$ cat src/rtl/jk_cmd_seq.sv
// Command sequencer feeding a JK flop: FIFO of {op,len} commands, each driving j/k for len+1 cycles.
// Optional flop-output checker against an internal JK model when JK_CHECK_EN is defined.
module jk_cmd_seq #(
   parameter int DEPTH = 4,
   parameter int CNT_W = 8
) (
   input  logic             clk_i,
   input  logic             rst_i,
   input  logic             cmd_valid_i,
   output logic             cmd_ready_o,
   input  logic [1:0]       cmd_op_i,
   input  logic [CNT_W-1:0] cmd_len_i,
   output logic             j_o,
   output logic             k_o,
   input  logic             q_in_i,
   output logic             busy_o,
   output logic             done_o,
   output logic             err_o
);

   localparam int AW = $clog2(DEPTH);
   localparam int CW = $clog2(DEPTH + 1);

   typedef struct packed {
      logic [1:0]       op;
      logic [CNT_W-1:0] len;
   } cmd_t;

   typedef enum logic {S_IDLE, S_DRIVE} state_e;

   cmd_t            mem_q [DEPTH];
   logic [AW-1:0]   wptr_q, rptr_q;
   logic [CW-1:0]   count_q, count_d;
   state_e          state_q, state_d;
   logic [CNT_W-1:0] cnt_q, cnt_d;
   logic            j_q, j_d, k_q, k_d, done_q, done_d;
   logic            push, pop, empty, full;
   cmd_t            head;

   assign empty       = (count_q == '0);
   assign full        = (count_q == CW'(DEPTH));
   assign cmd_ready_o = !full;
   assign push        = cmd_valid_i && !full;
   assign head        = mem_q[rptr_q];

   always_ff @(posedge clk_i) begin
      if (push) mem_q[wptr_q] <= '{op: cmd_op_i, len: cmd_len_i};
   end

   always_comb begin
      count_d = count_q;
      if (push && !pop)      count_d = count_q + CW'(1);
      else if (!push && pop) count_d = count_q - CW'(1);
   end

   // On the last drive cycle the next command is popped in the same edge so j/k never bubble.
   always_comb begin
      state_d = state_q;
      cnt_d   = cnt_q;
      j_d     = j_q;
      k_d     = k_q;
      done_d  = 1'b0;
      pop     = 1'b0;
      unique case (state_q)
         S_IDLE: begin
            if (!empty) begin
               pop        = 1'b1;
               {j_d, k_d} = head.op;
               cnt_d      = head.len;
               state_d    = S_DRIVE;
            end else begin
               j_d = 1'b0;
               k_d = 1'b0;
            end
         end
         S_DRIVE: begin
            if (cnt_q != '0) begin
               cnt_d = cnt_q - CNT_W'(1);
            end else begin
               done_d = 1'b1;
               if (!empty) begin
                  pop        = 1'b1;
                  {j_d, k_d} = head.op;
                  cnt_d      = head.len;
               end else begin
                  j_d     = 1'b0;
                  k_d     = 1'b0;
                  state_d = S_IDLE;
               end
            end
         end
         default: state_d = S_IDLE;
      endcase
   end

   always_ff @(posedge clk_i or negedge rst_i) begin
      if (!rst_i) begin
         wptr_q  <= '0;
         rptr_q  <= '0;
         count_q <= '0;
         state_q <= S_IDLE;
         cnt_q   <= '0;
         j_q     <= 1'b0;
         k_q     <= 1'b0;
         done_q  <= 1'b0;
      end else begin
         if (push) wptr_q <= wptr_q + AW'(1);
         if (pop)  rptr_q <= rptr_q + AW'(1);
         count_q <= count_d;
         state_q <= state_d;
         cnt_q   <= cnt_d;
         j_q     <= j_d;
         k_q     <= k_d;
         done_q  <= done_d;
      end
   end

   assign j_o    = j_q;
   assign k_o    = k_q;
   assign done_o = done_q;
   assign busy_o = (state_q == S_DRIVE) || !empty;

`ifdef JK_CHECK_EN
   // qm tracks what the flop should hold after each edge; checking starts once a SET/CLEAR fixes it.
   logic qm_q, mv_q, err_q;

   always_ff @(posedge clk_i or negedge rst_i) begin
      if (!rst_i) begin
         qm_q  <= 1'b0;
         mv_q  <= 1'b0;
         err_q <= 1'b0;
      end else begin
         if (mv_q && (q_in_i != qm_q)) err_q <= 1'b1;
         if (j_q || k_q)               qm_q  <= (j_q && k_q) ? ~qm_q : j_q;
         if (j_q ^ k_q)                mv_q  <= 1'b1;
      end
   end

   assign err_o = err_q;
`else
   logic unused_q_in;
   assign unused_q_in = q_in_i;
   assign err_o       = 1'b0;
`endif

endmodule

$ cat config.mk
export PLATFORM = sky130hd
export DESIGN_NAME = jk_cmd_seq
export DESIGN_NICKNAME = d
export VERILOG_FILES = /design/src/rtl/jk_cmd_seq.sv
export SDC_FILE = /design/constraint.sdc
export NUM_CORES = 1
export LEC_CHECK = 0
export CAP_MARGIN = 10
export CORE_MARGIN = 1.5
export CORE_UTILIZATION = 57
export DETAILED_ROUTE_END_ITERATION = 6
export GPL_TIMING_DRIVEN = 0
export HOLD_SLACK_MARGIN = 0.06
export PLACE_DENSITY = 0.78
export SLEW_MARGIN = 20
export SYNTH_ARGS = -nofsm -noshare
export SYNTH_HDL_FRONTEND = slang
export SYNTH_SLANG_ARGS = --single-unit
$ cat constraint.sdc
create_clock -name clk_i -period 3.08 [get_ports clk_i]
set_input_delay 0.308 -clock clk_i [delete_from_list [all_inputs] [get_ports clk_i]]
set_output_delay 0.308 -clock clk_i [all_outputs]
set_load 0.01 [all_outputs]
==> out/results.tsv <==
metric	value	unit
hold crit path type	primary input to async pin	
critical path class	flip-flop to flip-flop	
# rows	24	
mean number of vias per cell	5.85	
most frequent cells in the layout	40 x edfxtp_1, 19 x dfrtp_1, 17 x clkdlybuf4s50_1	
total of max-cap violations	0	
initial antenna violation count	0	
Synth warnings	0	
arrival time worst endpoint	3000	ps
worst reg2reg setup slack	300	ps
area leader, netlist	edfxtp_1	
startpoint types	flip-flop	
compound-gate portion of the synthesized area	0.0572	
leakage power	1.10	nW
Syn Area/Cell	16.8	um2
crit end category	flip-flop	
final slew viol count	0	
relative slew slack	0.403	
area share of and/or/nand/nor cells after synthesis	0.0769	
total power	2.53	mW
launch point of the worst reg-to-reg path	cnt_q[0]	
hold_buf cts	0	
cts bufs inserted	9	
cells on worst reg2reg path	10	
FMAX	359	MHz
GP Congestion	0.857	
Setup violations, final	0	
Crit Path Max Fanout	8	
hpwl dp	2.94	mm
worst slew pin tran	892	ps
starting density of the core	0.587	
crit-path max cell delay	490	ps
Layout fillers	270	
minimum clock period	2780	ps
htree depth	3	
Fin Clk Skew	7.86	ps
Post-CTS Resized	0	
worst-path cell chain	inv_1, ha_1, nor3b_1, a21boi_2, nor2_2, inv_2, ha_1, inv_1, fa_1, mux2_2	
peak supply drop	534	uV
asr flop ratio synth	0.322	
largest family of logic cells by synthesized area	multiplexers	
total I/O pin count	20	
Via Count	1381	
Fin. Hold Viols	0	
Clock Latency Late Sink	330	ps
Synth Flop Type	edfxtp_1	
P per Cell Area	856	nW/um2
Post-CTS Repair Setup Buffers	0	
CP Data Required Time	3300	ps
drt first pass iters	4	
Finished Core Util	0.684	
EDFF count, synth	40	
layout cells sized above 1	0.234	
total clock sinks	59	
first-pass GRT wire length	7.27	mm
Distinct cells, synth	40	
CP max stage cell	nor3b_1	
Synth Instances	151	
core box area	4320	um2
r2r endpoint	count_q[1]	
Detail Route Antenna Nets	0	
vias in the first global route	1510	
Mapped Nets	173	
post-synthesis mux area share	0.118	
Worst Hold Slack	480	ps
register area share after synthesis	0.661	
unrepaired setup endpoints after global routing	no	
port bufs	17	
pin count of the biggest net entering global routing	20	
Post-Synth XOR/XNOR Area	0.0207	
CTS clk-pin slew, worst paths	70	ps
Synth top area share	0.473	
Wirelength per Cell	18.5	um
status	finished, final reports clean	
setup_tns	0	ps
Syn Std Cell Area	2540	um2
Die W	69.7	um
final WL	4.38	mm
Residual DRC	0	
Final Cycle Share	0.903	
Final nets	201	
total die area	4860	um2
CTS max path bufs	2	
CTS tree	done	
Antenna diodes	0	
Post-Synth Adder-Cell Area	0.0424	
most common cell after layout, fill and taps aside	edfxtp_1	
GRT Overall Usage	0.205	
Die Y	69.7	um
CTS Root Cell	clkbuf_8	
gr ovfl total	0	
top post-synthesis cells by area	edfxtp_1 47%, dfrtp_1 19%, mux4_2 8.9%	
P&R area growth vs syn	16.6	%
Synth Register Bits	59	
initial DRC count	129	
-- power breakdown --
group / switching [mW] / internal [mW]
Sequential: 0.148 / 1.07
Combinational: 0.327 / 0.329
Clock: 0.290 / 0.368
Total: 0.765 / 1.77
-- cells by family after synthesis --
kind of cell,after synthesis
muxes,16
and+or+nand+nor,33
AOI/OAI and AO/OA,16
other,1
xor gates and xnor gates,6
buffers and inverters,12
DFF,59
adders and majority gates,8
-- cell usage after synthesis (3+ instances only) --
library cell	number
mux4_2	10
a21oi_1	3
xnor2_1	4
nor3_1	4
and3_1	5
dfrtp_1	19
ha_1	7
edfxtp_1	40
mux2_2	3
nor2_1	3
inv_1	6
nand2_1	5
nand3_1	5
-- through the flow --
step                cell area, um2  setup WS (ps)  cells
floorplan                     2540            698    151
global placement              2770            483    220
detailed placement            2770            332    220
CTS                           2960            310    236
global route                  2960           63.6    236
finish                        2960            298    236
-- metal layers --
layer / track usage / routed length (um) / part of all wire
met5: 0 / 0 / 0
met4: 0.0940 / 77 / 0.018
met3: 0.0741 / 217 / 0.050
met2: 0.323 / 2140 / 0.49
met1: 0.258 / 1940 / 0.44
-- critical path, delay by kind of cell (launching register included) --
family | cells | cell delay, ps
adders and majority gates | 3 | 840
and+or+nand+nor | 2 | 700
DFF | 1 | 370
buffers and inverters | 3 | 340
muxes | 1 | 270
AOI/OAI and AO/OA | 1 | 140
-- layout make-up --
class | instances | area, um2 | share of cell area
Timing Repair Buffer | 17 | 170 | 0.0575
Sequential cell | 59 | 1680 | 0.567
Clock inverter | 6 | 57.6 | 0.0195
Buffer | 5 | 31.3 | 0.0106
Inverter | 7 | 26.3 | 0.00888
Multi-Input combinational cell | 80 | 803 | 0.272
Tap cell | 52 | 65.1 | 0.0220
Clock buffer | 10 | 128 | 0.0431
-- how the worst max path moves through the flow --
stage	from	endpoint	slack (ps)	cells after the start
2_1_floorplan	cnt_q[0]	count_q[1]	700	10
3_3_place_gp	cnt_q[0]	count_q[1]	480	10
3_5_place_dp	cnt_q[0]	count_q[1]	330	10
4_1_cts	cnt_q[0]	count_q[1]	310	10
5_1_grt	cnt_q[0]	count_q[1]	60	10
6_report	cnt_q[0]	count_q[1]	300	10
-- registers in the layout, indices dropped and copies added (netlist names) --
register / cells
count_q: 3
j_o: 1
rptr_q: 2
done_o: 1
state_q: 1
cnt_q: 8
wptr_q: 2
mem_q: 40
k_o: 1
(Power assumes the default switching activity.)
